**config.mk**
```make
export PLATFORM = sky130hd
export DESIGN_NAME = sram_port_arbiter_flat
export DESIGN_NICKNAME = d
export VERILOG_FILES = /design/src/rtl/sram_port_arbiter_if.sv /design/src/rtl/sram_port_arbiter.sv /design/src/flat_wrapper.sv
export SDC_FILE = /design/constraint.sdc
export NUM_CORES = 1
export LEC_CHECK = 0
export CORE_AREA = 2 2 141 143
export CTS_CLUSTER_DIAMETER = 120
export CTS_CLUSTER_SIZE = 12
export DETAILED_ROUTE_END_ITERATION = 12
export DIE_AREA = 0 0 143 145
export PLACE_DENSITY_LB_ADDON = 0.08
export SLEW_MARGIN = 15
export SYNTH_ARGS = -nofsm -noshare
export SYNTH_HDL_FRONTEND = slang
export SYNTH_SLANG_ARGS = --single-unit
```
**constraint.sdc**
```tcl
create_clock -name clk_i -period 2.3 [get_ports clk_i]
set_clock_uncertainty 0.05 [all_clocks]
set_input_delay 0.575 -clock clk_i [delete_from_list [all_inputs] [get_ports clk_i]]
set_output_delay 0.575 -clock clk_i [all_outputs]
set_load 0.05 [all_outputs]
```
**src/rtl/sram_port_arbiter_if.sv**
```systemverilog
// Requester handshake and shared SRAM port of sram_port_arbiter, bundled with
// slave (arbiter) and master (requesters + SRAM model) views.
interface sram_port_arbiter_if #(
    parameter int NumPorts = 2,
    parameter int Width    = 32,
    parameter int Depth    = 1 << 15
);
    localparam int WidthBytes = Width / 8;
    localparam int Aw         = $clog2(Depth);

    logic [NumPorts-1:0]                 req_i;
    logic [NumPorts-1:0]                 gnt_o;
    logic [NumPorts-1:0]                 we_i;
    logic [NumPorts-1:0][63:0]           addr_i;
    logic [NumPorts-1:0][Width-1:0]      wdata_i;
    logic [NumPorts-1:0][WidthBytes-1:0] be_i;
    logic [NumPorts-1:0]                 rvalid_o;
    logic [NumPorts-1:0][Width-1:0]      rdata_o;
    logic [NumPorts-1:0]                 err_o;

    logic                  sram_req_o;
    logic                  sram_write_o;
    logic [Aw-1:0]         sram_addr_o;
    logic [Width-1:0]      sram_wdata_o;
    logic [WidthBytes-1:0] sram_wmask_o;
    logic [Width-1:0]      sram_rdata_i;

    modport slave (
        input  req_i, we_i, addr_i, wdata_i, be_i, sram_rdata_i,
        output gnt_o, rvalid_o, rdata_o, err_o,
               sram_req_o, sram_write_o, sram_addr_o, sram_wdata_o, sram_wmask_o
    );

    modport master (
        output req_i, we_i, addr_i, wdata_i, be_i, sram_rdata_i,
        input  gnt_o, rvalid_o, rdata_o, err_o,
               sram_req_o, sram_write_o, sram_addr_o, sram_wdata_o, sram_wmask_o
    );
endinterface

```
**src/rtl/sram_port_arbiter.sv**
```systemverilog
// Round-robin arbiter sharing one single-port SRAM among NumPorts requesters.
// Define SRAM_PORT_ARBITER_RANGE_CHECK_EN to flag out-of-window addresses with err_o.
module sram_port_arbiter #(
    parameter int          NumPorts = 2,
    parameter int          Width    = 32,
    parameter int          Depth    = 1 << 15,
    parameter logic [63:0] AddrBase = 64'h8000_0000
) (
    input logic               clk_i,
    input logic               rst_i,
    sram_port_arbiter_if.slave bus
);
    localparam int WidthBytes = Width / 8;
    localparam int Aw         = $clog2(Depth);
    localparam int Off        = $clog2(WidthBytes);
    localparam int PtrW       = $clog2(NumPorts);

    logic [PtrW-1:0]       last_q;
    logic [PtrW-1:0]       sel;
    logic                  accept;
    logic                  sel_we;
    logic [63:0]           sel_addr;
    logic [Width-1:0]      sel_wdata;
    logic [WidthBytes-1:0] sel_be;
    logic [63:0]           offset;
    logic [Aw-1:0]         idx;
    logic                  in_range;

    logic                  resp_valid_q;
    logic [PtrW-1:0]       resp_port_q;
    logic                  resp_we_q;
    logic                  resp_err_q;

    function automatic logic [PtrW-1:0] rr_index(input logic [PtrW-1:0] base, input int k);
        int sum;
        sum = int'(base) + k;
        return PtrW'(sum % NumPorts);
    endfunction

    // Walk from lowest to highest priority so the last match (last+1 first) wins.
    always_comb begin
        // NOTE: every output of a combinational block gets a default first, so no path infers a latch.
        sel    = '0;
        accept = 1'b0;
        for (int k = NumPorts; k >= 1; k--) begin
            if (bus.req_i[rr_index(last_q, k)]) begin
                sel    = rr_index(last_q, k);
                accept = !rst_i;
            end
        end
    end

    always_comb begin
        bus.gnt_o = '0;
        if (accept) bus.gnt_o[sel] = 1'b1;
    end

    assign sel_we    = bus.we_i[sel];
    assign sel_addr  = bus.addr_i[sel];
    assign sel_wdata = bus.wdata_i[sel];
    assign sel_be    = bus.be_i[sel];
    assign offset    = sel_addr - AddrBase;
    assign idx       = Aw'(offset >> Off);

`ifdef SRAM_PORT_ARBITER_RANGE_CHECK_EN
    localparam logic [63:0] Span = 64'(Depth) * 64'(WidthBytes);
    assign in_range = (sel_addr >= AddrBase) && (offset < Span);
`else
    assign in_range = 1'b1;
`endif

    always_comb begin
        bus.sram_req_o   = accept && in_range;
        bus.sram_write_o = accept && in_range && sel_we;
        bus.sram_addr_o  = bus.sram_req_o ? idx : '0;
        bus.sram_wdata_o = bus.sram_req_o ? sel_wdata : '0;
        bus.sram_wmask_o = bus.sram_req_o ? sel_be : '0;
    end

    always_ff @(posedge clk_i) begin
        // NOTE: state registers use non-blocking assignments so every flop samples pre-edge values.
        if (rst_i) begin
            last_q       <= PtrW'(NumPorts - 1);
            resp_valid_q <= 1'b0;
            resp_port_q  <= '0;
            resp_we_q    <= 1'b0;
            resp_err_q   <= 1'b0;
        end else begin
            resp_valid_q <= accept;
            if (accept) begin
                last_q      <= sel;
                resp_port_q <= sel;
                resp_we_q   <= sel_we;
                resp_err_q  <= !in_range;
            end
        end
    end

    // Rejected (out-of-window) accesses never reached the SRAM, so their data is forced to 0.
    always_comb begin
        bus.rvalid_o = '0;
        bus.rdata_o  = '0;
        bus.err_o    = '0;
        if (resp_valid_q && !rst_i) begin
            bus.rvalid_o[resp_port_q] = 1'b1;
            bus.rdata_o[resp_port_q]  = (resp_we_q || resp_err_q) ? '0 : bus.sram_rdata_i;
            bus.err_o[resp_port_q]    = resp_err_q;
        end
    end
endmodule

```
**src/flat_wrapper.sv**
```systemverilog
// flat-port wrapper written by rule: the top's interface ports become plain ports
module sram_port_arbiter_flat 
#(
    parameter int          NumPorts = 2,
    parameter int          Width    = 32,
    parameter int          Depth    = 1 << 15,
    parameter logic [63:0] AddrBase = 64'h8000_0000
)
  (clk_i, rst_i, bus_req_i, bus_we_i, bus_addr_i, bus_wdata_i, bus_be_i, bus_sram_rdata_i, bus_gnt_o, bus_rvalid_o, bus_rdata_o, bus_err_o, bus_sram_req_o, bus_sram_write_o, bus_sram_addr_o, bus_sram_wdata_o, bus_sram_wmask_o);
  sram_port_arbiter_if #(.NumPorts(NumPorts), .Width(Width), .Depth(Depth)) bus_i ();
  input logic clk_i;
  input logic rst_i;
  input wire logic [$bits(bus_i.req_i)-1:0] bus_req_i;
  input wire logic [$bits(bus_i.we_i)-1:0] bus_we_i;
  input wire logic [$bits(bus_i.addr_i)-1:0] bus_addr_i;
  input wire logic [$bits(bus_i.wdata_i)-1:0] bus_wdata_i;
  input wire logic [$bits(bus_i.be_i)-1:0] bus_be_i;
  input wire logic [$bits(bus_i.sram_rdata_i)-1:0] bus_sram_rdata_i;
  output wire logic [$bits(bus_i.gnt_o)-1:0] bus_gnt_o;
  output wire logic [$bits(bus_i.rvalid_o)-1:0] bus_rvalid_o;
  output wire logic [$bits(bus_i.rdata_o)-1:0] bus_rdata_o;
  output wire logic [$bits(bus_i.err_o)-1:0] bus_err_o;
  output wire logic [$bits(bus_i.sram_req_o)-1:0] bus_sram_req_o;
  output wire logic [$bits(bus_i.sram_write_o)-1:0] bus_sram_write_o;
  output wire logic [$bits(bus_i.sram_addr_o)-1:0] bus_sram_addr_o;
  output wire logic [$bits(bus_i.sram_wdata_o)-1:0] bus_sram_wdata_o;
  output wire logic [$bits(bus_i.sram_wmask_o)-1:0] bus_sram_wmask_o;
  assign bus_i.req_i = bus_req_i;
  assign bus_i.we_i = bus_we_i;
  assign bus_i.addr_i = bus_addr_i;
  assign bus_i.wdata_i = bus_wdata_i;
  assign bus_i.be_i = bus_be_i;
  assign bus_i.sram_rdata_i = bus_sram_rdata_i;
  assign bus_gnt_o = bus_i.gnt_o;
  assign bus_rvalid_o = bus_i.rvalid_o;
  assign bus_rdata_o = bus_i.rdata_o;
  assign bus_err_o = bus_i.err_o;
  assign bus_sram_req_o = bus_i.sram_req_o;
  assign bus_sram_write_o = bus_i.sram_write_o;
  assign bus_sram_addr_o = bus_i.sram_addr_o;
  assign bus_sram_wdata_o = bus_i.sram_wdata_o;
  assign bus_sram_wmask_o = bus_i.sram_wmask_o;
  sram_port_arbiter #(.NumPorts(NumPorts), .Width(Width), .Depth(Depth), .AddrBase(AddrBase)) u_core (.clk_i(clk_i), .rst_i(rst_i), .bus(bus_i));
endmodule
```
==> reports/metrics.cfg, run 1 <==
[run_status]
status=complete, but fails checks
violations=setup timing

[global_route]
grt_pass1_vias=2826
grt_max_degree=33
antenna_found_initial=0
grt_overflow_total=0
grt_pass1_wl_mm=17.6
grt_use_total_pct=11.3

[worst_setup_path]
criticalPathCategory=in2out
required_ns=1.67
r2r-end=u_core.resp_we_q$_SDFFE_PP0N_
reg2reg_slack_ns=1.00
timing.rr.start=u_core.last_q$_SDFFE_PP1N_
crit_fanout=10
critPathLaunch=bus_req_i[1]
crit_path_end_kind=primary output
critPathLaunchType=input pin
r2r_cells=4
crit_end=bus_sram_addr_o[1]
crit_arrival_ns=1.77

[timing]
fin_crit_sh_pct=104
timing.fmax_ghz=0.418
period_minus_slack_ns=2.39
finalHoldViolCount=0
fin_ws_ns=-0.0906
setup_violations=65
drv_slew=0
grt_setup_unrepaired=true
hold-worst-slack_ns=0.457

[die]
die_x_um=143
core_area_mm2=0.0192
dieArea_mm2=0.0207
rows=51
initial_core_util_pct=6.81
pin_count=361
die_y_um=145

[clock_network]
clk_path_buf_depth=2
clk_pin_slew_worst_paths_ns=0.03
cts_root_buf=clkbuf_16
cts_buffers=3
ctsHoldBuffers=0
cts_tree=yes
clock-sinks=4
clock_latency_ns=0.22
cts_max_level=1

[placement]
portBuffers=260
detailed_place_hpwl_mm=9.67
place_congestion=0.741

[synth]
synth_area_per_cell_um2=6.58
synth.most_common_cell=nor2_1
syn_inst=199
yosys.area.top_type=a22o_1
synth_top_area_share_pct=34.1
ys_top_cells_by_count=nor2_1 (65), a22o_1 (51), nand2b_1 (33)
synth-edff-count=0
syn-cell-area_mm2=0.00131
yosysSeqAreaShare_pct=6.12
async_flop_share_pct=0
ys_ff_latch=4
yosys-top-cells-area=a22o_1 (34%), nor2_1 (19%), nand2b_1 (16%)
synth_ff_type=dfxtp_1
ys_warn_count=0
ys_types=24

[layout]
drive_gt1_share_pct=57.2
antenna_cells=0
register_area_um2=80.1
final_nets=733
multiInputGateArea_mm2=0.00179
post-route-util_pct=35.5
area_growth_pct=422
fillers=1902

[drt]
met2_length_mm=6.93
num_vias=2719
wl_met1_mm=4.65
drt_first_pass_iters=4
finalWirelength_mm=13.0
routed_via_density=3.59
wire_per_inst_um=17.1
dr_wl_met3_mm=1.30
ant_nets=0
drtIter0Drc=36
highest-signal-layer=met4
drc=0

[run]
maxCapViolCount=0

[power_and_ir_drop]
power.density_mw_per_mm2=272
p_leak_nw=2.65
vdd_drop_max_mv=0.205

[min_path]
min_path_type=reg2reg

cell usage in the layout (no fill, tap or decap):
cell / instances
a2111oi_0: 1
a211oi_4: 1
a21bo_4: 1
a21oi_1: 4
a22o_1: 18
a22o_2: 1
a22o_4: 32
buf_12: 125
buf_16: 4
buf_4: 13
buf_6: 24
buf_8: 8
clkbuf_16: 5
clkdlybuf4s50_1: 136
clkinv_8: 1
conb_1: 2
dfxtp_1: 4
inv_1: 1
inv_2: 2
inv_4: 1
mux2i_1: 1
nand2_1: 2
nand2b_1: 33
nand3_1: 1
nand3b_1: 1
nor2_1: 4
nor2_4: 62
nor3b_1: 1
o211ai_1: 1
o21ai_0: 1
or3b_4: 2
power by group:
group | total (mW) | internal, mW | switching [mW] | leakage [nW]
Sequential | 0.0800 | 0.0751 | 0.00494 | 0.0334
Combinational | 1.51 | 0.789 | 0.717 | 2.58
Clock | 0.270 | 0.222 | 0.0479 | 0.0370
Total | 1.86 | 1.09 | 0.770 | 2.65
worst min-delay path by stage:
stage / from / endpoint / depth (start not counted)
after global placement: u_core.resp_port_q$_SDFFE_PP0N_ / u_core.resp_port_q$_SDFFE_PP0N_ / 2
after floorplan: u_core.resp_port_q$_SDFFE_PP0N_ / u_core.resp_port_q$_SDFFE_PP0N_ / 2
final: u_core.resp_port_q$_SDFFE_PP0N_ / u_core.resp_port_q$_SDFFE_PP0N_ / 2
after CTS: u_core.resp_port_q$_SDFFE_PP0N_ / u_core.resp_port_q$_SDFFE_PP0N_ / 2
after global routing: u_core.resp_port_q$_SDFFE_PP0N_ / u_core.resp_port_q$_SDFFE_PP0N_ / 2
after detailed placement: u_core.resp_port_q$_SDFFE_PP0N_ / u_core.resp_port_q$_SDFFE_PP0N_ / 2
state kept, by name, indices dropped and copies added, names as in the netlist:
signal and count:
u_core.resp_we_q 1, u_core.resp_valid_q 1, u_core.last_q 1, u_core.resp_port_q 1
timing repair:
| item | CTS | global route |
|---|---|---|
| buffers inserted | 10 | 3 |
| resized for setup | 124 | 60 |
| endpoints found under the setup margin | 121 | 104 |
| gates cloned | 7 | 5 |
| pin swaps | 19 | 35 |
final cells by class:
cell class,count,area share (%)
Clock buffer,3,1.10
Inverter,5,0.495
Multi-Input combinational cell,169,26.3
Sequential cell,4,1.17
Tap cell,265,4.86
Timing Repair Buffer,312,66.1
logic make-up (layout without fill, tap and decap cells):
group,count (synthesis),after routing,synth area share [%]
other,1,2,0.287
buffers and inverters,28,320,15.2
AO/OA/AOI/OAI,60,60,39.6
AND/OR/NAND/NOR,105,106,38.0
multiplexers,1,1,0.765
flip-flops,4,4,6.12
stage by stage:
step | std cells | power [mW] | instance area [um2] | setup WS [ns] | setup TNS, ns
5_1_grt | 758 | 1.93 | 6830 | -0.139 | -5.50
3_5_place_dp | 736 | 1.40 | 5780 | -0.540 | -52.69
4_1_cts | 756 | 1.82 | 6560 | -0.122 | -4.74
2_1_floorplan | 200 | 0.644 | 1470 | -0.168 | -7.55
6_report | 758 | 1.86 | 6830 | -0.0906 | -2.64
3_3_place_gp | 736 | 1.40 | 5780 | -0.499 | -49.59
worst max-delay path: stages:
cell and delay, ns:
buf_6 0.10, buf_6 0.11, a211oi_4 0.31, buf_12 0.19
buf_16 0.15, a22o_1 0.18, buf_12 0.14
layer usage:
layer / vias to the layer above / global-route usage (%)
li1: 1299 / -
met1: 1254 / 12.4
met2: 162 / 21.1
met3: 4 / 4.46
met4: 0 / 0.743
met5: - / 0
(Power assumes the default switching activity.)
==> run 2: changes to the inputs <==
--- a/config.mk
+++ b/config.mk
@@ -11,7 +11,6 @@
 export DETAILED_ROUTE_END_ITERATION = 12
 export DIE_AREA = 0 0 143 145
 export PLACE_DENSITY_LB_ADDON = 0.08
-export SLEW_MARGIN = 15
 export SYNTH_ARGS = -nofsm -noshare
 export SYNTH_HDL_FRONTEND = slang
 export SYNTH_SLANG_ARGS = --single-unit
==> results of run 2 <==
The final DEF is identical to that of run 1; final timing and power are the same.
==> run 3: changes to the inputs <==
==> constraint.sdc (replaced) <==
create_clock -name clk_i -period 2.7 [get_ports clk_i]
set_clock_uncertainty 0.05 [all_clocks]
set_input_delay 0.675 -clock clk_i [delete_from_list [all_inputs] [get_ports clk_i]]
set_output_delay 0.675 -clock clk_i [all_outputs]
set_load 0.05 [all_outputs]
==> run 3 against run 2 <==
  * The flow now finishes without violations
  * Clock power decreased by 14%
  * Die area stayed put
  * Non-clock buffer count is 16 lower
  * First-iteration DRC count grew 36%
  * Register-to-register slack improved by 0.50 ns
  * Combinational power is 17% lower
==> reports/metrics.cfg, run 3 (same netlist as run 1, synthesis figures left out) <==
[timing]
fin_setup_tns_ns=0
finalHoldViolCount=0
fin_ws_ns=0.0587
setup_violations=0
timing.fmax_ghz=0.379
drv_slew=0
period_minus_slack_ns=2.64
grt_setup_unrepaired=false
fin_crit_sh_pct=97.8

[global_route]
grt_use_total_pct=11.7
grt-busiest-layer=met2
globalRouteMet3Util_pct=2.01
grt_pass1_wl_mm=18.4
antenna_found_initial=0
met2_usage_pct=20.2
met1_usage_pct=15.4
grt_pass1_vias=2791
grt_overflow_total=0
grt_max_degree=34

[layout]
final_nets=716
final_cells=741
drive_gt1_share_pct=49.8
area_growth_pct=395
antenna_cells=0
layout_common_cells=clkdlybuf4s50_1 (136), buf_12 (132), a22o_4 (33), nand2b_1 (33), nor2_1 (32)
multiInputGateArea_mm2=0.00153
fin_area_mm2=0.00647
register_area_um2=80.1
fillers=1950
mostFrequentLayoutCell=clkdlybuf4s50_1

[clock_network]
ctsHoldBuffers=0
cts_buffers=3
clock_latency_ns=0.23
clk_pin_slew_worst_paths_ns=0.03
cts_max_level=1
cts_root_buf=clkbuf_16
clk_path_buf_depth=2
cts_tree=yes
clock-sinks=4

[worst_setup_path]
crit_arrival_ns=1.92
critPathLaunchType=input pin
criticalPathCategory=in2out
required_ns=1.98
critPathLaunch=rst_i
timing.rr.start=u_core.last_q$_SDFFE_PP1N_
crit_path_end_kind=primary output
crit_fanout=8

[die]
core_area_mm2=0.0192
die_y_um=145
pin_count=361
rows=51
initial_core_util_pct=6.81
dieArea_mm2=0.0207
die_x_um=143

[drt]
num_vias=2644
wire_per_inst_um=17.1
routed_via_density=3.57
drt_first_pass_iters=4
drtIter0Drc=49
ant_nets=0
drc=0
finalWirelength_mm=12.7

[placement]
post_dp_cell_area_mm2=0.00544
detailed_place_hpwl_mm=8.57
portBuffers=260
place_congestion=0.709
post-place-ws_ns=-0.350
dpl.cell_count=716

[power_and_ir_drop]
pwr-share-clk_pct=14.9
p_switching_mw=0.630
power_frac_comb_pct=80.7
pwr-share-seq_pct=4.3
vdd_drop_max_mv=0.299
swShare_pct=40.6
internal_power_mw=0.923
power.density_mw_per_mm2=240
p_leak_nw=2.58

[run_status]
status=finished, final reports clean

[min_path]
hp-start=u_core.resp_port_q$_SDFFE_PP0N_
min_path_type=reg2reg

[run]
maxCapViolCount=0

-- run 3: cell types whose count changed in the layout (fill, tap and decap cells not counted), moves of 8 or more --
cell,change
nor2_2,+10
nor2_1,+28
buf_6,-21
buf_8,-8
nor2_4,-38
-- run 3: path summary, 6_finish.rpt --
kind,to,slack [ns],depth (start not counted)
setup reg to reg,u_core.resp_we_q$_SDFFE_PP0N_,1.50,3
setup / recovery,bus_rdata_o[4],0.06,7
hold reg to reg,u_core.resp_port_q$_SDFFE_PP0N_,0.43,2
hold / removal,u_core.resp_port_q$_SDFFE_PP0N_,0.43,2
-- run 3: critical path, cell delays in order --
cell	delay, ns
buf_6	0.10
buf_12	0.11
or3b_4	0.43
buf_12	0.16
buf_16	0.15
nor2_4	0.13
buf_12	0.14
-- run 3: cell type report --
type / instances / share of cell area, %
Clock buffer: 3 / 1.16
Multi-Input combinational cell: 168 / 23.6
Sequential cell: 4 / 1.24
Timing Repair Buffer: 296 / 68.6
Inverter: 5 / 0.290
Tap cell: 265 / 5.12
-- run 3: metrics by stage --
stage	total power, mW	hold WS [ns]	utilization [%]
2_1_floorplan	0.521	0.394	-
3_3_place_gp	1.13	0.410	28.3
3_5_place_dp	1.13	0.421	28.3
4_1_cts	1.56	0.443	33.5
5_1_grt	1.61	0.454	33.7
6_report	1.55	0.435	33.7
-- run 3: power by group through the flow --
stage / logic (mW) / registers (mW) / clock network (mW)
final: 1.25 / 0.0673 / 0.232
after global routing: 1.31 / 0.0678 / 0.236
after CTS: 1.26 / 0.0673 / 0.236
after detailed placement: 1.06 / 0.0677 / 0
after global placement: 1.06 / 0.0675 / 0
after floorplan: 0.453 / 0.0676 / 0
-- run 3: per-layer routing --
| layer | up-vias | part of all wire [%] |
|---|---|---|
| met2 | 143 | 49 |
| met3 | 9 | 7.6 |
| met4 | 0 | 0.80 |
| li1 | 1258 | - |
| met1 | 1234 | 42 |
| met5 | - | 0 |
-- run 3: timing repair --
| action | 4_1_cts | 5_1_grt |
|---|---|---|
| setup endpoints to repair | 119 | 70 |
| gates cloned | 11 | 0 |
| setup buffers | 12 | 0 |
| gates resized for setup | 106 | 13 |
| pin swaps | 18 | 6 |
